$ cat config.mk
export PLATFORM = sky130hd
export DESIGN_NAME = decode_stage
export DESIGN_NICKNAME = d
export VERILOG_FILES = /design/src/rtl/decode_pkg.sv /design/src/rtl/regfile_bypass.sv /design/src/rtl/decode_stage.sv
export SDC_FILE = /design/constraint.sdc
export NUM_CORES = 1
export LEC_CHECK = 0
export CAP_MARGIN = 40
export CORE_MARGIN = 4
export CORE_UTILIZATION = 50
export DETAILED_ROUTE_END_ITERATION = 12
export GPL_TIMING_DRIVEN = 1
export PLACE_DENSITY = 0.7
export SKIP_CTS_REPAIR_TIMING = 1
export SLEW_MARGIN = 30
export SYNTH_ARGS = -nofsm -noshare
export SYNTH_HDL_FRONTEND = slang
export SYNTH_SLANG_ARGS = --single-unit
export TNS_END_PERCENT = 100
$ cat constraint.sdc
create_clock -name clock -period 3.9 [get_ports clock]
set_input_delay 0.975 -clock clock [delete_from_list [all_inputs] [get_ports clock]]
set_output_delay 0.975 -clock clock [all_outputs]
set_load 0.01 [all_outputs]
$ cat src/rtl/decode_pkg.sv
// Shared constants, the ID/EX pipeline record and the immediate extender for the decode stage.
package decode_pkg;

    localparam int unsigned DefWidth       = 32;
    localparam int unsigned DefRegNum      = 16;
    localparam int unsigned DefAddressWidth = 4;
    localparam int unsigned DefImmWidth    = 12;
    localparam int unsigned DefPcReg       = DefRegNum - 1;

    // ID/EX record; field widths follow the package defaults.
    typedef struct packed {
        logic                       valid;
        logic [DefWidth-1:0]        op1;
        logic [DefWidth-1:0]        op2;
        logic [DefWidth-1:0]        storeData;
        logic [DefWidth-1:0]        imm;
        logic [DefAddressWidth-1:0] dest;
        logic                       isLoad;
        logic                       regWrite;
    } id_ex_t;

    function automatic logic [DefWidth-1:0] extend_imm(input logic [DefImmWidth-1:0] raw,
                                                       input logic is_signed);
        logic fill;
        fill = is_signed & raw[DefImmWidth-1];
        return {{(DefWidth-DefImmWidth){fill}}, raw};
    endfunction

endpackage

$ cat src/rtl/regfile_bypass.sv
// Two-read/one-write register file with a PC+8 alias register and write-through bypass.
module regfile_bypass
    import decode_pkg::*;
#(
    parameter int unsigned WIDTH        = DefWidth,
    parameter int unsigned REGNUM       = DefRegNum,
    parameter int unsigned ADDRESSWIDTH = DefAddressWidth,
    parameter int unsigned PCREG        = REGNUM - 1
) (
    input  logic                    clock,
    input  logic                    reset,
    input  logic [ADDRESSWIDTH-1:0] rd_addr1,
    input  logic [ADDRESSWIDTH-1:0] rd_addr2,
    input  logic [WIDTH-1:0]        pc_plus8,
    input  logic                    wb_enable,
    input  logic [ADDRESSWIDTH-1:0] wb_address,
    input  logic [WIDTH-1:0]        wb_data,
    output logic [WIDTH-1:0]        rd_data1,
    output logic [WIDTH-1:0]        rd_data2
);

    localparam logic [ADDRESSWIDTH-1:0] PcAddr = ADDRESSWIDTH'(PCREG);

    logic [WIDTH-1:0]        regs [REGNUM];
    logic [ADDRESSWIDTH-1:0] rd_addr [2];
    logic [WIDTH-1:0]        rd_data [2];
    logic                    wb_in_range;

    assign rd_addr[0]  = rd_addr1;
    assign rd_addr[1]  = rd_addr2;
    assign rd_data1    = rd_data[0];
    assign rd_data2    = rd_data[1];
    assign wb_in_range = 32'(wb_address) < REGNUM;

    always_ff @(posedge clock) begin
        if (reset) begin
            for (int i = 0; i < int'(REGNUM); i++) begin
                regs[i] <= '0;
            end
        end else if (wb_enable && wb_in_range && wb_address != PcAddr) begin
            regs[wb_address] <= wb_data;
        end
    end

    // Priority: PC alias, then out-of-range zero, then same-cycle writeback, then storage.
    always_comb begin
        for (int p = 0; p < 2; p++) begin
            rd_data[p] = '0;
            if (rd_addr[p] == PcAddr) begin
                rd_data[p] = pc_plus8;
            end else if (32'(rd_addr[p]) >= REGNUM) begin
                rd_data[p] = '0;
            end else if (wb_enable && wb_address == rd_addr[p]) begin
                rd_data[p] = wb_data;
            end else begin
                rd_data[p] = regs[rd_addr[p]];
            end
        end
    end

endmodule

$ cat src/rtl/decode_stage.sv
// Instruction decode: operand read and select, immediate extension, load-use detection and
// the ID/EX pipeline register with flush/stall/bubble control.
module decode_stage
    import decode_pkg::*;
#(
    parameter int unsigned WIDTH        = DefWidth,
    parameter int unsigned REGNUM       = DefRegNum,
    parameter int unsigned ADDRESSWIDTH = DefAddressWidth,
    parameter int unsigned IMMWIDTH     = DefImmWidth,
    parameter int unsigned PCREG        = REGNUM - 1
) (
    input  logic                    clock,
    input  logic                    reset,
    input  logic                    inValid,
    input  logic [ADDRESSWIDTH-1:0] reg1Address,
    input  logic [ADDRESSWIDTH-1:0] reg2Address,
    input  logic [ADDRESSWIDTH-1:0] destAddress,
    input  logic [IMMWIDTH-1:0]     immediate,
    input  logic                    immSigned,
    input  logic                    useImm,
    input  logic                    isLoad,
    input  logic                    regWriteReq,
    input  logic [WIDTH-1:0]        pcPlus8,
    input  logic                    wbEnable,
    input  logic [ADDRESSWIDTH-1:0] wbAddress,
    input  logic [WIDTH-1:0]        wbData,
    input  logic                    stall,
    input  logic                    flush,
    output logic                    holdUpstream,
    output logic                    outValid,
    output logic [WIDTH-1:0]        outOp1,
    output logic [WIDTH-1:0]        outOp2,
    output logic [WIDTH-1:0]        outStoreData,
    output logic [WIDTH-1:0]        outImm,
    output logic [ADDRESSWIDTH-1:0] outDest,
    output logic                    outIsLoad,
    output logic                    outRegWrite
);

    localparam logic [ADDRESSWIDTH-1:0] PcAddr = ADDRESSWIDTH'(PCREG);

    id_ex_t           id_ex_q, id_ex_d;
    logic [WIDTH-1:0] read1, read2, imm_ext;
    logic             load_use;

    regfile_bypass #(
        .WIDTH        (WIDTH),
        .REGNUM       (REGNUM),
        .ADDRESSWIDTH (ADDRESSWIDTH),
        .PCREG        (PCREG)
    ) u_regfile (
        .clock      (clock),
        .reset      (reset),
        .rd_addr1   (reg1Address),
        .rd_addr2   (reg2Address),
        .pc_plus8   (pcPlus8),
        .wb_enable  (wbEnable),
        .wb_address (wbAddress),
        .wb_data    (wbData),
        .rd_data1   (read1),
        .rd_data2   (read2)
    );

    assign imm_ext = extend_imm(immediate, immSigned);

    // A load writing the PC alias never produces a dependency: reads of PCREG see pcPlus8.
    assign load_use = inValid & id_ex_q.valid & id_ex_q.isLoad & id_ex_q.regWrite &
                      (id_ex_q.dest != PcAddr) &
                      ((reg1Address == id_ex_q.dest) | (!useImm & (reg2Address == id_ex_q.dest)));

    assign holdUpstream = stall | load_use;

    always_comb begin
        id_ex_d = '0;
        if (flush) begin
            id_ex_d = '0;
        end else if (stall) begin
            id_ex_d = id_ex_q;
        end else if (load_use) begin
            id_ex_d = '0;
        end else begin
            id_ex_d.valid     = inValid;
            id_ex_d.op1       = read1;
            id_ex_d.op2       = useImm ? imm_ext : read2;
            id_ex_d.storeData = read2;
            id_ex_d.imm       = imm_ext;
            id_ex_d.dest      = destAddress;
            id_ex_d.isLoad    = isLoad;
            id_ex_d.regWrite  = regWriteReq;
        end
    end

    always_ff @(posedge clock) begin
        if (reset) begin
            id_ex_q <= '0;
        end else begin
            id_ex_q <= id_ex_d;
        end
    end

    assign outValid     = id_ex_q.valid;
    assign outOp1       = id_ex_q.op1;
    assign outOp2       = id_ex_q.op2;
    assign outStoreData = id_ex_q.storeData;
    assign outImm       = id_ex_q.imm;
    assign outDest      = id_ex_q.dest;
    assign outIsLoad    = id_ex_q.isLoad;
    assign outRegWrite  = id_ex_q.regWrite;

endmodule

## Word-level counts from Yosys, hierarchy flattened

Memory sizes are Yosys's and may differ from the RTL's.
Cells that the tools add are included.

| operators by class | value |
|---|---|
| equality and inequality tests | 8 |
| bitwise logic cells | 9 |
| reductions and logical operators | 6 |
| mux-type cells | 14 |

Operators with widths:

| cell | number |
|---|---|
| 32-bit two-way mux | 6 |
| 135-bit two-way mux | 1 |
| 32-bit OR reduction | 1 |
| 4-bit equality test | 4 |
| 4-bit equality test, second input constant | 2 |
| 4-bit != test, second input constant | 2 |
| 1-bit bitwise AND | 7 |
| 1-bit two-way mux | 6 |
| 4-bit two-way mux | 1 |
| 1-bit logical AND | 3 |
| 1-bit bitwise OR | 2 |
| 2-bit OR reduction | 1 |
| 1-bit zero test | 1 |

| word-level totals | value |
|---|---|
| memories | 1 |
| word-level logic and storage cells | 46 |
| memory bits (writable) | 512 |
| register bits | 135 |

Memory list:

| name | depth | width | read ports | clocked after Yosys merged registers in | write ports | line | RTL |
|---|---|---|---|---|---|---|---|
| u_regfile.regs | 16 | 32 | 2 | 0 | 16 | regfile_bypass.sv:24 | `logic [WIDTH-1:0] regs [REGNUM];` |

## Longest topological paths before layout

| depth | value |
|---|---|
| depth after elaboration | 7 |
| depth in mapped cells | 11 |

## By module

Synthesis repeated with hierarchy kept, for this count alone.

| second synthesis, totals | value |
|---|---|
| cell total of the unflattened synthesis | 2465 |
| area total of the unflattened synthesis | 32861.5 µm² |

By module, submodules not included:

| module | times used | seq. area each (µm²) | cells each | area each (µm²) |
|---|---|---|---|---|
| regfile_bypass | 1 | 15374.7 | 2099 | 28577.4 |
| decode_stage | 1 | 2322.2 | 366 | 4284.1 |

## Worst setup path before layout

Ideal clock, no wire load.

| timing path | value |
|---|---|
| path kind | input port to output port |
| start point | in reg2Address[0] |
| end point | out holdUpstream |
| path buffers | 3 |
| required time | 2.925 ns |
| arrival | 2.334 ns |
| stages | 7 |
| setup slack | 0.591 ns |
| cell sequence | buf_6 > buf_6 > xor2_1 > o31ai_1 > nand2_1 > clkbuf_1 > nand2b_1 |

| on the way | value |
|---|---|
| word-level cells in the longest chain between the ends | 5 |

Ends and longest elaborated chain:

| what | line | RTL |
|---|---|---|
| from (decl) | decode_stage.sv:16 | `input logic [ADDRESSWIDTH-1:0] reg2Address,` |
| 4-bit equality test | decode_stage.sv:69 | `((reg1Address == id_ex_q.dest) \| (!useImm & (reg2Address == id_ex_q.dest)));` |
| 1-bit bitwise AND | decode_stage.sv:69 |  |
| 1-bit bitwise OR | decode_stage.sv:69 |  |
| 1-bit bitwise AND | decode_stage.sv:68 | `(id_ex_q.dest != PcAddr) &` |
| 1-bit bitwise OR | decode_stage.sv:71 | `assign holdUpstream = stall \| load_use;` |
| to (decl) | decode_stage.sv:29 | `output logic holdUpstream,` |

No other way between the ends.

## Worst setup path in the final report

| timing path | value |
|---|---|
| start point | in inValid |
| end point | out holdUpstream |

| on the way | value |
|---|---|
| word-level cells in the longest chain between the ends | 6 |

Ends and longest elaborated chain:

| what | line | RTL |
|---|---|---|
| from (decl) | decode_stage.sv:14 | `input logic inValid,` |
| 1-bit bitwise AND (4 in a row) | decode_stage.sv:67 | `assign load_use = inValid & id_ex_q.valid & id_ex_q.isLoad & id_ex_q.regWrite &` |
| 1-bit bitwise AND | decode_stage.sv:68 |  |
| 1-bit bitwise OR | decode_stage.sv:71 |  |

No other way between the ends.

==> results.toml <==
[run_status]
status = "finished clean"

[placed_design]
pre_cts_ws_ns = 0.144
place_hpwl_mm = 60.3
dp_cells = 3154
gp_congestion = 0.828
port_buffers = 237
dpl-instance-area_sq_um = 35700

[sta]
final.setup.worst_slack_ns = 0.0995
fin_skew_ns = 0.0279
finalCritPeriodShare_pct = 97.4
final_hold_viol_count = 0
rsz0062_at_grt = "false"
fmax_ghz = 0.263
worst_pin_slew_ns = 0.931
period_needed_ns = 3.80
drv_slew = 0
finalSetupViolCount = 0
slew_headroom_pct = 37.9
fin_setup_tns_ns = 0

[cts]
cts_tree = "yes"
path_clk_slew_ns = 0.06
h-tree-depth = 3
cts_sinks = 628
cts_buffer_depth = 3
cts_root_buf = "clkbuf_16"
cts_made_buffers = 68
clkLatencyLatePin_ns = 0.62

[logic_synthesis]
ys_ff_latch = 628
synth_top_cell_area_share_pct = 47.8
yosys-top-cells-area = "edfxtp_1 (48%), mux4_2 (21%), and2_1 (9.4%)"
synthArstFlopShare_pct = 0
synthCells = 2168
yosysWarnings = 0
synth_edf_count = 512
synth_area_sq_um = 32200
yosysSeqAreaShare_pct = 55.0
ys.flop_type = "edfxtp_1"
synth_area_per_cell_sq_um = 14.8
synth_cell_type_count = 43
synth_top_cell_by_area = "edfxtp_1"

[pwr]
p_per_area_nw_per_um2 = 434
p_seq_share_pct = 47.5
power.internal_mw = 12.5
switching_share_pct = 24.1
peakVddDrop_v = 0.000255
combinationalPowerShare_pct = 12.6
total_power_mw = 16.5
p_leak_nw = 12.9
clock_power_share_pct = 39.9
p_switching_mw = 3.98

[finish]
stdcell_area_sq_um = 38100
final_cells = 3283
antennaDiodeCount = 0
drive_gt1_share_pct = 24.4
final_common_cell = "edfxtp_1"
layout.nets = 2484
mostFrequentLayoutCells = "edfxtp_1 (512), and2_1 (480), mux4_2 (306)"
area_growth_syn_to_layout_pct = 18.3

[worst_setup_path]
crit_required_ns = 2.92
slowest_stage = "clkdlybuf4s50_1"
reg2reg_slack_ns = 1.62
r2r_start = "outDest[2]$_SDFFE_PP0N_"
start_kind = "input pin"
path_max_fanout = 2
r2r-end = "outOp2[27]$_SDFFE_PP0N_"
crit_arrival_ns = 2.83
critical_path.startpoint = "inValid"
critical_path.top_delay_family = "buffers and inverters"
crit_path_frequent_cell = "clkdlybuf4s50_1"
critPathKind = "in -> out"
crit_buf_inv = 2
critical_path.max_stage_delay_ns = 0.57
crit_path_end_kind = "output port"
path_cells = "clkdlybuf4s50_1 -> nand4_1 -> a41oi_1 -> nand2_1 -> nand2b_1 -> clkdlybuf4s50_1"
r2r_cells = 8

[die]
core-area_sq_um = 63400
dieArea_sq_um = 68500
initial_core_util_pct = 50.7
io_pins = 238
fp.dieH_um = 262
core.rowCount = 92
die_width_um = 262

[route]
wl_per_cell_um = 30.7
wl_mm = 101
via_count = 21400
vias_per_cell = 6.51
drt_iter0_drc = 2621
ant_nets = 0
drt_first_pass_iters = 5
drc = 0

[min_path]
worstHoldStart = "outStoreData[20]$_SDFFE_PP0N_"
min_to = "outStoreData[20]$_SDFFE_PP0N_"
whs_path_depth = 2
hold_path.class = "reg -> reg"

[global_route]
grt-ovfl-total = 0
gr-usage-all-layers_pct = 29.6
grt_pass1_wl_mm = 147
grt_max_degree = 120
antenna_found_initial = 4
grt_pass1_vias = 21900

[run]
drv_cap = 0
==> power groups by stage <==
stage | sequential [mW] | combinational, mW | clock, mW
floorplan | 7.91 | 1.24 | 0
global placement | 7.93 | 2.03 | 0
detailed placement | 7.96 | 2.06 | 0
CTS | 7.82 | 2.06 | 6.66
global route | 7.86 | 2.19 | 6.94
finish | 7.83 | 2.09 | 6.58
==> registers in the layout, indices dropped and copies added (netlist names) <==
register and cells:
outDest 4, outImm 13, outIsLoad 1, outOp1 32, outOp2 32, outRegWrite 1
outStoreData 32, outValid 1, u_regfile.regs 512
==> layout make-up <==
| cell class | count | area, sq um |
|---|---|---|
| well taps | 846 | 1060 |
| flip-flops and latches | 628 | 17700 |
| multi-input cells | 1336 | 13600 |
| repair buffers | 348 | 3450 |
| clock buffers | 90 | 1900 |
| clock inverters | 35 | 373 |
| fillers | 4731 | 25400 |
==> cell usage after synthesis, types with 2 or more instances <==
master,count
a211o_1,2
a211oi_1,12
a211oi_2,11
a21oi_1,51
a22oi_1,32
a32o_1,33
and2_1,481
buf_1,13
buf_2,35
buf_4,25
buf_6,7
buf_8,2
clkbuf_1,153
dfxtp_1,116
edfxtp_1,512
mux2_2,12
mux2i_1,48
mux4_2,306
nand2_1,69
nand2b_1,5
nand3_1,3
nand3b_1,20
nand4_1,4
nor2_1,58
nor2b_1,22
nor3_1,6
nor4_4,2
o21ai_1,13
o22ai_1,33
o31ai_1,40
or2_2,16
xnor2_1,9
xor2_1,7
==> worst reg2reg max path, cell delays in order (launching register included) <==
cell	delay [ns]
dfxtp_1	0.41
xnor2_1	0.15
nand3_1	0.14
o31ai_1	0.33
buf_4	0.20
a211o_1	0.14
buf_4	0.41
nor4_1	0.14
a211o_1	0.24
==> stage by stage <==
step	hold slack (ns)	utilization (%)
2_1_floorplan	0.474	-
3_3_place_gp	0.440	56.3
3_5_place_dp	0.444	56.3
4_1_cts	0.457	59.9
5_1_grt	0.486	60.0
6_report	0.456	60.0
==> kinds of logic (layout without fill, tap and decap cells) <==
logic type	count (synthesis)	after routing	share of synthesized area, %
and+or+nand+nor	690	690	12.6
DFF	628	628	55.0
muxes	366	366	23.3
buffers and inverters	235	473	3.40
AOI/OAI and AO/OA	232	232	5.24
xor gates and xnor gates	16	16	0.436
other	1	32	0.0117
==> worst max-delay path by stage <==
stage	endpoint	depth (start not counted)
after floorplan	holdUpstream	7
after global placement	holdUpstream	6
after detailed placement	holdUpstream	6
after CTS	holdUpstream	6
after global routing	holdUpstream	6
final	holdUpstream	6
==> routing by layer <==
| metal | global-route usage, % | wire length, um |
|---|---|---|
| met1 | 38.7 | 36300 |
| met2 | 47.9 | 47900 |
| met5 | 0 | 0 |
| met4 | 9.73 | 3330 |
| met3 | 8.86 | 13400 |
Note: power is estimated with default switching activity, not from simulation.
